`src/rtl/arb_pkg.sv`:
```
// Shared types, mode constants and width helpers for the round-robin arbiter.
// Latency: none (package only).
// Backpressure: not applicable.
package arb_pkg;

  // Arbiter control states: nothing granted, or one requester owns the resource.
  typedef enum logic [0:0] {
    IDLE  = 1'b0,
    GRANT = 1'b1
  } arb_state_t;

  // Arbitration modes.
  localparam int MODE_FIXED = 0;  // lowest index always wins
  localparam int MODE_RR    = 1;  // search starts at the rotating pointer

  // Index width for a given requester count; a single requester still needs one bit.
  function automatic int calc_idx_w(input int n_req);
    return (n_req > 1) ? $clog2(n_req) : 1;
  endfunction

  // Hold counter width; unlimited hold (0) keeps a 1-bit counter so nothing is zero-width.
  function automatic int calc_hold_w(input int max_hold);
    return (max_hold > 0) ? $clog2(max_hold + 1) : 1;
  endfunction

endpackage

```
`src/rtl/rr_mask_encoder.sv`:
```
// Rotated first-set search: finds the first asserted req bit scanning from start, wrapping mod N_REQ.
// Latency: purely combinational.
// Backpressure: none; the caller decides when the result is used.
module rr_mask_encoder
  import arb_pkg::*;
#(
  parameter  int N_REQ = 8,
  localparam int IDX_W = calc_idx_w(N_REQ)
) (
  input  logic [N_REQ-1:0] req,
  input  logic [IDX_W-1:0] start,
  output logic             hit,
  output logic [IDX_W-1:0] idx
);

  // Walk start, start+1, ... wrapping at N_REQ (not 2^IDX_W); stop on the first hit.
  always_comb begin
    int               sum;
    logic [IDX_W-1:0] cand;
    hit  = 1'b0;
    idx  = '0;
    sum  = 0;
    cand = '0;
    for (int i = 0; i < N_REQ; i++) begin
      sum = int'(start) + i;
      if (sum >= N_REQ) begin
        sum = sum - N_REQ;
      end
      cand = IDX_W'(sum);
      if (req[cand]) begin
        hit = 1'b1;
        idx = cand;
        break;
      end
    end
  end

endmodule

```
`src/rtl/rr_priority_arbiter.sv`:
```
// Registered N_REQ-way arbiter (fixed or round-robin) with per-grant beat limit and back-to-back regrant.
// Latency: 1 cycle from req to gnt_valid; a released grant is replaced at the same edge when others wait.
// Backpressure: beats only count when gnt_ready is high; a stalled grant holds until beat/limit or withdrawal.
module rr_priority_arbiter
  import arb_pkg::*;
#(
  parameter  int N_REQ    = 8,
  parameter  int MODE     = 1,
  parameter  int MAX_HOLD = 4,
  localparam int IDX_W    = calc_idx_w(N_REQ)
) (
  input  logic             clk,
  input  logic             rst,
  input  logic [N_REQ-1:0] req,
  input  logic             req_last,
  input  logic             gnt_ready,
  output logic             gnt_valid,
  output logic [N_REQ-1:0] gnt,
  output logic [IDX_W-1:0] gnt_idx,
  output logic [IDX_W-1:0] ptr
);

  localparam int HOLD_W = calc_hold_w(MAX_HOLD);
  // Saturation point of the hold counter; with unlimited hold it simply pins at all-ones.
  localparam logic [HOLD_W-1:0] HOLD_SAT = (MAX_HOLD > 0) ? HOLD_W'(MAX_HOLD) : {HOLD_W{1'b1}};

  arb_state_t       state_q, state_d;
  logic [IDX_W-1:0] idx_q, idx_d;
  logic [IDX_W-1:0] ptr_q, ptr_d;
  logic [HOLD_W-1:0] hold_q, hold_d;

  logic [IDX_W-1:0]  enc_start;
  logic              enc_hit;
  logic [IDX_W-1:0]  enc_idx;
  logic [IDX_W-1:0]  rel_ptr;
  logic [HOLD_W-1:0] hold_inc;
  logic              beat;
  logic              hit_limit;
  logic              rel_now;

  // Next index modulo N_REQ, so non-power-of-two sizes wrap to 0 instead of running past the end.
  function automatic logic [IDX_W-1:0] wrap_inc(input logic [IDX_W-1:0] i);
    if (int'(i) >= N_REQ - 1) begin
      return '0;
    end
    return i + IDX_W'(1);
  endfunction

  // One search engine serves both the idle grant and the back-to-back regrant; only its start differs.
  rr_mask_encoder #(
    .N_REQ (N_REQ)
  ) u_enc (
    .req   (req),
    .start (enc_start),
    .hit   (enc_hit),
    .idx   (enc_idx)
  );

  // Pointer a release would install: one past the released requester in RR, always 0 in fixed mode.
  always_comb begin
    rel_ptr = '0;
    if (MODE == MODE_RR) begin
      rel_ptr = wrap_inc(idx_q);
    end
  end

  // Next-state, grant index, pointer and hold counter; a release reloads from the updated pointer.
  always_comb begin
    state_d   = state_q;
    idx_d     = idx_q;
    ptr_d     = ptr_q;
    hold_d    = hold_q;
    enc_start = ptr_q;
    beat      = 1'b0;
    hold_inc  = hold_q;
    hit_limit = 1'b0;
    rel_now   = 1'b0;

    unique case (state_q)
      IDLE: begin
        if (enc_hit) begin
          state_d = GRANT;
          idx_d   = enc_idx;
          hold_d  = '0;
        end
      end

      GRANT: begin
        beat      = gnt_ready;
        hold_inc  = (hold_q == HOLD_SAT) ? hold_q : hold_q + HOLD_W'(1);
        hit_limit = (MAX_HOLD != 0) && (hold_inc == HOLD_SAT);
        // A stalled grant is only abandoned if its owner stops requesting.
        rel_now   = beat ? (req_last || hit_limit) : !req[idx_q];

        if (rel_now) begin
          ptr_d     = rel_ptr;
          hold_d    = '0;
          enc_start = rel_ptr;
          if (enc_hit) begin
            idx_d = enc_idx;
          end else begin
            state_d = IDLE;
            idx_d   = '0;
          end
        end else if (beat) begin
          hold_d = hold_inc;
        end
      end

      default: begin
        state_d = IDLE;
        idx_d   = '0;
        hold_d  = '0;
      end
    endcase
  end

  // State register; reset drops any live grant without advancing the pointer.
  always_ff @(posedge clk) begin
    if (rst) begin
      state_q <= IDLE;
      idx_q   <= '0;
      ptr_q   <= '0;
      hold_q  <= '0;
    end else begin
      state_q <= state_d;
      idx_q   <= idx_d;
      ptr_q   <= ptr_d;
      hold_q  <= hold_d;
    end
  end

  // One-hot grant decoded from the registered index; all-zero while idle.
  always_comb begin
    gnt = '0;
    if (state_q == GRANT) begin
      gnt[idx_q] = 1'b1;
    end
  end

  assign gnt_valid = (state_q == GRANT);
  assign gnt_idx   = idx_q;
  assign ptr       = ptr_q;

`ifndef SYNTHESIS
  a_gnt_onehot0 : assert property (@(posedge clk) disable iff (rst) $onehot0(gnt));
  a_gnt_idx_consistent : assert property (@(posedge clk) disable iff (rst) gnt[gnt_idx] == gnt_valid);
`endif

endmodule

```
`config.mk`:
```
export PLATFORM = sky130hd
export DESIGN_NAME = rr_priority_arbiter
export DESIGN_NICKNAME = d
export VERILOG_FILES = /design/src/rtl/arb_pkg.sv /design/src/rtl/rr_mask_encoder.sv /design/src/rtl/rr_priority_arbiter.sv
export SDC_FILE = /design/constraint.sdc
export NUM_CORES = 1
export LEC_CHECK = 0
export CORE_ASPECT_RATIO = 0.8
export CORE_UTILIZATION = 35
export CTS_CLUSTER_DIAMETER = 50
export DETAILED_ROUTE_END_ITERATION = 8
export MAX_ROUTING_LAYER = met4
export SYNTH_ARGS = -nofsm -noshare
export SYNTH_HDL_FRONTEND = slang
export SYNTH_SLANG_ARGS = --single-unit
```
`constraint.sdc`:
```
create_clock -name clk -period 6.1 [get_ports clk]
set_input_delay 0.61 -clock clk [delete_from_list [all_inputs] [get_ports clk]]
set_output_delay 0.61 -clock clk [all_outputs]
set_load 0.03 [all_outputs]
```
# Word-level counts from Yosys, hierarchy flattened

Cells that the tools add are included.
Widths: inputs -> output; s select.

Bits in writable memories: 0
Bits of input ports: 12
Bits in latches: 0
Bits in registers: 10
Memories: 0
Bits in read-only memories: 0
Word-level logic and storage cells: 197

Bitwise logic cells: 1
Shifts and indexed selects: 0
Multipliers: 0
Multiplexer cells: 146
Order comparisons: 19
Equality and inequality tests: 5
Add/sub/neg operators: 17
Reductions and logical operators: 5
Divide/modulo/power cells: 0

Operators by type and width:

| kind                | number |
|---|---|
| $mux 3              | 72 |
| $mux 1              | 60 |
| $lt 3x4->1 const B  | 9 |
| $ge 4x4->1 const B  | 7 |
| $bmux 1 s3          | 9 |
| $sub 3x1->3 const B | 8 |
| $add 3x3->4 const B | 4 |
| $pmux 3 s2          | 2 |
| $add 3x2->4 const B | 2 |
| $mux 8              | 1 |
| $add 3x1->3 const B | 2 |
| $eq 3x3->1 const B  | 2 |
| $add 3x1->4 const B | 1 |
| $ge 3x4->1 const B  | 1 |
| $reduce_and 2->1    | 2 |
| $demux 1 s3         | 1 |
| $ge 3x1->1 const B  | 1 |
| $ge 3x3->1 const B  | 1 |
| $ne 3x2->1 const B  | 1 |
| $ne 2x1->1 const B  | 1 |
| $ne 2x2->1 const B  | 1 |
| $pmux 1 s2          | 1 |
| $logic_and 1x1->1   | 1 |
| $logic_not 1->1     | 1 |
| 2 further kinds     | 2 |

# Depth between registers and ports, before layout

Gate-level depths: netlist of run 1.

Depth in word-level cells: 92
Gate-level depth with buffers: 17

# Hierarchy

A second synthesis of run 1 with hierarchy kept.

Cells, all modules: 196
Area, all modules: 1712.9 µm²

Modules (own cells, without submodules):

| module              | sequential area each (µm²) | cells an instance | times used | area an instance (µm²) |
|---|---|---|---|---|
| rr_mask_encoder     | 0.0                        | 108               | 1          | 924.6 |
| rr_priority_arbiter | 200.2                      | 88                | 1          | 788.3 |

# Least setup slack after synthesis of run 1

OpenSTA, ideal clock, no wires.

Kind: register -> register
Start: register idx_q[0] (netlist: gnt_idx[0])
End: register idx_q[1] (netlist: gnt_idx[1])
Cell stages (with the launch flop): 16
Setup slack: 1.684 ns
Arrival time: 4.328 ns
Data required time: 6.012 ns
Setup time: 0.088 ns
Path buffers: 2
Path through: dfxtp_1 > buf_4 > mux2i_1 > a221o_1 > o221ai_4 > mux2_2 > clkinv_1 > clkbuf_1 > ha_1 > xnor2_2 > mux2_2 > or2_4 > mux2_4 > a31oi_1 > a211oi_1 > o32ai_2

Longest elaborated chain between the ends: 39
Elaborated cells on any way between the ends: 163

Ends and longest elaborated chain:

| what                                      | line                                         | text |
|---|---|---|
| start: declaration                        | rr_priority_arbiter.sv:28                    | `logic [IDX_W-1:0] idx_q, idx_d;` |
| start signal: assignment                  | rr_priority_arbiter.sv:127                   | `idx_q <= idx_d;` |
| $bmux 1 s3                                | rr_priority_arbiter.sv:93                    | `rel_now = beat ? (req_last \|\| hit_limit) : !req[idx_q];` |
| $mux 1 (not written as such)              | rr_priority_arbiter.sv:93                    |  |
| $logic_not 1->1                           | rr_priority_arbiter.sv:93                    |  |
| $mux 1                                    | rr_priority_arbiter.sv:93                    |  |
| $mux 3 (*) (2 in a row)                   | --                                           |  |
| net enc_start[1]                          | rr_priority_arbiter.sv:32                    | `logic [IDX_W-1:0] enc_start;` |
| $add 3x1->4                               | rr_mask_encoder.sv:25                        | `sum = int'(start) + i;` |
| $ge 4x4->1 or $sub 3x1->3 (tied branches) | rr_mask_encoder.sv:26, rr_mask_encoder.sv:27 |  |
| [... 10 more ...]                         | --                                           |  |
| $mux 3 (3 in a row)                       | rr_mask_encoder.sv:24                        | `for (int i = 0; i < N_REQ; i++) begin` |
| $mux 3                                    | rr_mask_encoder.sv:30                        | `if (req[cand]) begin` |
| $mux 3 (4 in a row)                       | rr_mask_encoder.sv:24                        |  |
| $mux 3 (3 in a row)                       | rr_mask_encoder.sv:30                        |  |
| $mux 3 (7 in a row)                       | rr_mask_encoder.sv:24                        |  |
| $mux 3                                    | rr_priority_arbiter.sv:99                    | `if (enc_hit) begin` |
| $mux 3                                    | rr_priority_arbiter.sv:95                    | `if (rel_now) begin` |
| $pmux 3 s2                                | rr_priority_arbiter.sv:79                    | `unique case (state_q)` |

Mark *: on every way through the listed nets, which the timed path passes. The rest lies on a longest branch. The select of a mux whose other input is x is not followed.
A chain may end at the register's enable or synchronous reset.

# Worst setup path after layout of run 1

Start: input port req[3]
End: register idx_q[1] (netlist: gnt_idx[1])

Longest elaborated chain between the ends: 39
Elaborated cells on any way between the ends: 159

Ends and longest elaborated chain:

| what                                      | line                                         | text |
|---|---|---|
| start: declaration                        | rr_priority_arbiter.sv:14                    | `input logic [N_REQ-1:0] req,` |
| $bmux 1 s3 (*)                            | rr_priority_arbiter.sv:93                    |  |
| $mux 1 (not written as such) (*)          | rr_priority_arbiter.sv:93                    |  |
| $logic_not 1->1 (*)                       | rr_priority_arbiter.sv:93                    |  |
| $mux 1 (*)                                | rr_priority_arbiter.sv:93                    |  |
| $mux 3 (*) (2 in a row)                   | --                                           |  |
| net enc_start[1]                          | rr_priority_arbiter.sv:32                    |  |
| $add 3x1->4                               | rr_mask_encoder.sv:25                        |  |
| $ge 4x4->1 or $sub 3x1->3 (tied branches) | rr_mask_encoder.sv:26, rr_mask_encoder.sv:27 |  |
| [... 10 more ...]                         | --                                           |  |
| $mux 3 (3 in a row)                       | rr_mask_encoder.sv:24                        |  |
| $mux 3                                    | rr_mask_encoder.sv:30                        |  |
| $mux 3 (4 in a row)                       | rr_mask_encoder.sv:24                        |  |
| $mux 3 (3 in a row)                       | rr_mask_encoder.sv:30                        |  |
| $mux 3 (7 in a row)                       | rr_mask_encoder.sv:24                        |  |
| $mux 3                                    | rr_priority_arbiter.sv:99                    |  |
| $mux 3                                    | rr_priority_arbiter.sv:95                    |  |
| $pmux 3 s2                                | rr_priority_arbiter.sv:79                    |  |

Marked as above.

==> key figures, run 1 <==
Detailed routing
  – Drt pass-1 iters: 6
  – Post-route ant nets: 0
  – Iteration-0 DRC Markers: 173
  – WL final: 4.98 mm
  – Drc violations: 0
  – WL/cell: 16.3 um
  – Via/cell ratio: 5.91
  – Vias post-DR: 1808

Synthesis
  – Most frequent cell after synthesis: mux2i_1
  – Asr flop ratio synth: 0
  – Post-synth EDFFs: 0
  – Synth top area share: 0.142
  – Yosys synthesis warning count: 0
  – Mapped Area: 1830 um2
  – Post-synthesis cell type count: 60
  – Cells after Synth: 220
  – Avg Inst Size Synth: 8.31 um2
  – Synth top area cells: mux2i_1 14%, dfxtp_1 11%, mux2_2 5.5%
  – Most frequent cells after synthesis: 26 x mux2i_1, 22 x nor2_1, 17 x nand2_1
  – Register bit total from synthesis: 10
  – Cell taking the most area after synthesis: mux2i_1
  – Ys flop type: dfxtp_1
  – Syn Nets: 238
  – Sequential area share after synthesis: 0.110

Cells and area
  – Nets: 263
  – Share of layout cells above drive strength 1: 0.164
  – Register area: 200 um2
  – # diodes: 0
  – Footprint of the multi-input gates: 1550 um2
  – Area grow syn2layout: 20.3%
  – Layout filler cell count: 480
  – Finished Cell Area: 2200 um2

Floorplan
  – Chip width: 82.8 um
  – Die Footprint: 5520 um2
  – Core Rows: 23
  – Die Y: 66.6 um
  – CORE AREA: 5010 um2
  – Initial Util: 0.365
  – Ports: 27

Critical path
  – WS Path Type: input pin to register
  – Arrival time worst endpoint: 4870 ps
  – WP data required: 6240 ps
  – Worst setup SP type: input pin
  – CP endpoint kind: register
  – Crit path max fanout: 17

Power and ir drop
  – Sw Ratio: 0.505
  – NetSw: 0.471 mW
  – Flop pwr share: 0.116
  – Pwr Density: 424 nW/um2
  – Pint: 0.462 mW
  – Clock share of power: 0.088
  – Leakage: 0.806 nW
  – Logic pwr share: 0.796
  – Peak VDD IR: 0.000252 V

Timing
  – Final worst slack: 1370 ps
  – Max Transition Viols Final: 0
  – Least-Margin Pin Slew: 671 ps
  – RSZ-0062 raised after global routing: false
  – Tcrit/Tclk final: 0.775
  – Setup TNS: 0 ps
  – Skew final: 6.93 ps
  – Final Hold Fails: 0
  – Tmin final: 4730 ps
  – Worst Hold Slack: 496 ps
  – Final setup vio count: 0
  – Achievable frequency: 0.212 GHz
  – Rel. slew slack: 0.540

Global routing
  – Initial antenna violation count: 0
  – First-pass GRT wire length: 8.11 mm
  – Total global routing overflow: 0
  – All-Layer GR Usage: 0.188
  – Vias in the first global route: 1567
  – Largest net degree at the start of global routing: 20

Clock network
  – H-tree levels: 1
  – Clock Latency Late Sink: 240 ps
  – Worst-case clock buffer depth: 2
  – Clock Sinks: 10
  – Worst-path clk slew: 50 ps
  – CTS tree: yes
  – Clock root buffer: clkbuf_8
  – Post-CTS sizing: 0
  – Post-CTS Hold Buffers: 0
  – CTS Buf Count: 3
  – Setup bufs post-CTS: 0

Placed design
  – Dpl ws: 1170 ps
  – Placed inst area: 2140 um2
  – Port bufs: 26
  – Detail Placement HPWL: 3.88 mm
  – Final Wtd Congestion: 0.944

Run
  – Number of max-cap violations: 0

Hold path
  – Worst hold-check path type: register to register

Outcome
  – Status: finished clean
## state kept, by name, indices dropped and copies added, names as in the netlist
register   count
ptr            3
gnt_valid      1
hold_q         3
gnt_idx        3
## layout by cell type, fill, tap and decap left out, types with 3 or more instances in the layout
cell	n
o32ai_1	3
ha_1	6
mux2i_1	26
a21oi_1	11
o22ai_1	4
clkbuf_8	4
mux4_2	4
nand2b_1	12
a31oi_1	3
nor2b_1	4
nor3_1	7
dfxtp_1	10
mux2_2	9
inv_1	6
a311oi_1	3
o21ai_0	9
nand3_1	3
a211oi_1	3
buf_4	3
clkdlybuf4s50_1	26
nor2_1	22
nand2_1	17
or3_1	3
## power by group through the flow
stage | Sequential [mW] | Clock, mW | Combinational, mW
after global routing | 0.111 | 0.0891 | 0.801
after floorplan | 0.112 | 0 | 0.569
after CTS | 0.108 | 0.0836 | 0.737
after global placement | 0.108 | 0 | 0.740
final | 0.108 | 0.0821 | 0.743
after detailed placement | 0.109 | 0 | 0.735
## worst max-delay path, cell delays in order
cell,delay [ps]
clkdlybuf4s50_1,630
mux2i_1,120
a221o_1,420
o221ai_4,340
mux2_2,460
clkinv_1,60
buf_4,210
ha_1,320
xnor2_2,200
mux2_2,380
or2_4,250
mux2_4,290
a31oi_1,200
a211oi_1,110
o32ai_2,240
## through the flow
stage                     total power [mW]   util  instances
after detailed placement             0.844  0.428        302
after CTS                            0.929  0.439        306
after global routing                  1.00  0.439        306
after floorplan                      0.681      -        220
after global placement               0.848  0.428        302
final                                0.933  0.439        306
## cell type report
class | instances | share of cell area
repair buffers | 29 | 0.129
well taps | 62 | 0.0353
clock buffers | 4 | 0.0250
multi-input cells | 193 | 0.705
inverters | 8 | 0.0148
flip-flops and latches | 10 | 0.0911
## cells by family after synthesis
kind of cell / synth area share
buffers and inverters: 0.0424
and+or+nand+nor: 0.244
xor gates and xnor gates: 0.0274
muxes: 0.301
DFF: 0.110
AOI/OAI and AO/OA: 0.234
adders and majority gates: 0.0411
## final timing paths
kind | slack (ps) | startpoint | endpoint | cells past startpoint
setup / recovery | 1370 | req[3] | gnt_idx[1]$_SDFFE_PP0P_ | 15
hold / removal | 500 | hold_q[1]$_SDFFE_PP0P_ | hold_q[1]$_SDFFE_PP0P_ | 2
setup reg to reg | 1530 | hold_q[0]$_SDFFE_PP0P_ | gnt_idx[1]$_SDFFE_PP0P_ | 16
hold reg to reg | 500 | hold_q[1]$_SDFFE_PP0P_ | hold_q[1]$_SDFFE_PP0P_ | 2
## routing by layer
metal  up-vias  part of all wire  GRT usage
met5         -                 0          -
met3         0             0.053     0.0248
li1        899                 -          -
met2        51              0.44      0.286
met4         0                 0     0.0237
met1       858              0.51      0.272
No activity file was read; power rests on OpenSTA's default activity.
==> run 2: changes to the inputs <==
- clock period: 6.1 -> 3.9 ns (I/O delays scaled with it)
==> run 2 against run 1 <==
The run now ends with setup timing left. Setup slack lost 1400 ps. Routed wire length rose by 26%. Utilization grew 16 points. Non-clock buffer count up 70. Critical path depth is the same. Global-route usage up 4.5 points. Worst hold slack improved by 5.8 ps. Via count increased by 17%. Clock skew fell by 5.9 ps. Largest power group unchanged.
==> key figures, run 2 (synthesis results as in run 1) <==
Power and ir drop
  – Clock share of power: 0.054
  – Flop pwr share: 0.078
  – Logic pwr share: 0.868
  – Final Total Pwr: 2.07 mW
  – Peak VDD IR: 0.000420 V
  – Pint: 1.13 mW
  – Pwr Density: 690 nW/um2
  – NetSw: 0.940 mW
  – Leakage: 1.19 nW
  – Sw Ratio: 0.455

Critical path
  – Crit-path slowest cell: mux4_2
  – Critical R2R Capture: gnt_idx[0]$_SDFFE_PP0P_
  – Worst path max stage delay: 540 ps
  – Reg2reg start: hold_q[0]$_SDFFE_PP0P_
  – Worst path cell trace: ha_2, or3b_4, a311oi_4, o221ai_4, mux2i_4, buf_12, buf_8, mux2i_4, mux4_2, buf_6, o2111a_1, a311oi_2, o21bai_1, a311oi_2, o32ai_2
  – Delay-heaviest family, CP: compound AO/OA/AOI/OAI gates
  – CP endpoint kind: register
  – Reg2Reg Depth: 15
  – CP Buf/Inv Count: 3
  – Crit path max fanout: 5
  – Worst setup SP type: register
  – WP data required: 4000 ps
  – Arrival time worst endpoint: 4010 ps
  – Flop2flop setup slack: -10 ps
  – WS Path Type: register to register

Timing
  – Max Transition Viols Final: 0
  – Least-Margin Pin Slew: 609 ps
  – Tcrit/Tclk final: 1.00
  – Achievable frequency: 0.256 GHz
  – Final setup vio count: 1
  – Worst Hold Slack: 502 ps
  – Tmin final: 3910 ps
  – RSZ-0062 raised after global routing: true
  – Rel. slew slack: 0.593
  – Skew final: 1.00 ps
  – Final worst slack: -13.7 ps
  – Final Hold Fails: 0

Detailed routing
  – Iteration-0 DRC Markers: 111
  – Drc violations: 0
  – WL/cell: 16.7 um
  – Via/cell ratio: 5.62
  – Drt pass-1 iters: 4
  – Post-route ant nets: 0
  – Vias post-DR: 2109
  – WL final: 6.26 mm

Floorplan
  – CORE AREA: 5010 um2
  – Initial Util: 0.365
  – Ports: 27
  – Core Rows: 23
  – Die Y: 66.6 um
  – Chip width: 82.8 um
  – Die Footprint: 5520 um2

Clock network
  – Worst-case clock buffer depth: 2
  – Clock Latency Late Sink: 240 ps
  – CTS tree: yes
  – Worst-path clk slew: 50 ps
  – H-tree levels: 1
  – Clock Sinks: 10
  – CTS Buf Count: 3
  – Clock root buffer: clkbuf_8

Cells and area
  – Core Util, Final: 0.598
  – Commonest non-fill, non-tap cell in the layout: buf_4
  – # diodes: 0
  – Commonest non-fill, non-tap cells in the layout: 66 x buf_4, 24 x clkdlybuf4s50_1, 22 x nor2_1
  – Share of layout cells above drive strength 1: 0.441
  – Area grow syn2layout: 63.7%
  – Nets: 333
  – Post-route insts no fill: 375

Placed design
  – Placed instance count: 357
  – Port bufs: 26
  – Final Wtd Congestion: 0.917
  – Detail Placement HPWL: 4.82 mm

Hold path
  – Worst hold-check path type: register to register
  – Min-Delay Startpoint: hold_q[1]$_SDFFE_PP0P_
  – Hold path cells: 2
  – Hold Path End: hold_q[1]$_SDFFE_PP0P_

Global routing
  – All-Layer GR Usage: 0.234
  – Vias in the first global route: 1903
  – Largest net degree at the start of global routing: 17
  – Total global routing overflow: 0
  – Initial antenna violation count: 0
  – First-pass GRT wire length: 9.83 mm

Run
  – Number of max-cap violations: 0

Outcome
  – Status: complete, but fails checks
  – Failing checks: setup timing
[run 2: power groups by stage]
stage	clock, mW	combinational [mW]	sequential (mW)
after floorplan	0	1.02	0.178
after global placement	0	1.52	0.163
after detailed placement	0	1.53	0.163
after CTS	0.114	1.62	0.161
after global routing	0.119	1.91	0.166
final	0.111	1.79	0.162
[run 2: per-layer routing]
| layer | track usage | up-vias | wire length (um) |
|---|---|---|---|
| li1 | - | 1036 | - |
| met4 | 0.0625 | 0 | 63 |
| met1 | 0.324 | 981 | 2950 |
| met3 | 0.0136 | 9 | 400 |
| met5 | - | - | 0 |
| met2 | 0.372 | 83 | 2850 |
[run 2: worst min-delay path, stage by stage, from the launching register on]
cell and delay [ps]:
dfxtp_2 330, nand2b_1 70, o32ai_1 60
[run 2: metrics by stage]
step,setup WS (ps),cell area [um2],setup TNS [ps]
final,-13.7,2990,-13.7
after global routing,-139,2990,-341
after CTS,7.32,2810,0
after detailed placement,-422,2670,-2600
after global placement,-392,2670,-2400
after floorplan,-109,1980,-315
[run 2: final cells by class]
cell class / count / area [um2]
Clock buffer: 3 / 41.3
Sequential cell: 10 / 208
Timing Repair Buffer: 99 / 862
Tap cell: 62 / 77.6
Multi-Input combinational cell: 193 / 1760
Inverter: 8 / 45.0
Fill cell: 453 / 2010
[run 2: worst max path at each step]
stage / startpoint / slack [ps] / to / depth (start not counted)
6_report: hold_q[0]$_SDFFE_PP0P_ / -10 / gnt_idx[0]$_SDFFE_PP0P_ / 15
5_1_grt: hold_q[0]$_SDFFE_PP0P_ / -140 / gnt_idx[0]$_SDFFE_PP0P_ / 16
4_1_cts: hold_q[1]$_SDFFE_PP0P_ / 7 / gnt_idx[0]$_SDFFE_PP0P_ / 15
3_5_place_dp: req[5] / -420 / gnt_idx[0]$_SDFFE_PP0P_ / 13
3_3_place_gp: req[4] / -390 / gnt_idx[0]$_SDFFE_PP0P_ / 13
2_1_floorplan: hold_q[0]$_SDFFE_PP0P_ / -110 / gnt_idx[0]$_SDFFE_PP0P_ / 17
[run 2: what timing repair did]
item / CTS / global route
endpoints found under the setup margin: 7 / 7
endpoints found under the hold margin: 0 / 0
pin swaps: 4 / 13
gates resized for setup: 10 / 23
hold buffers: 0 / 0
buffers inserted: 5 / 10
==> run 3: changes to the inputs <==
- CAP_MARGIN: not set -> 30
==> results of run 3 <==
No change in the layout: final DEF, timing and power equal those of run 2.
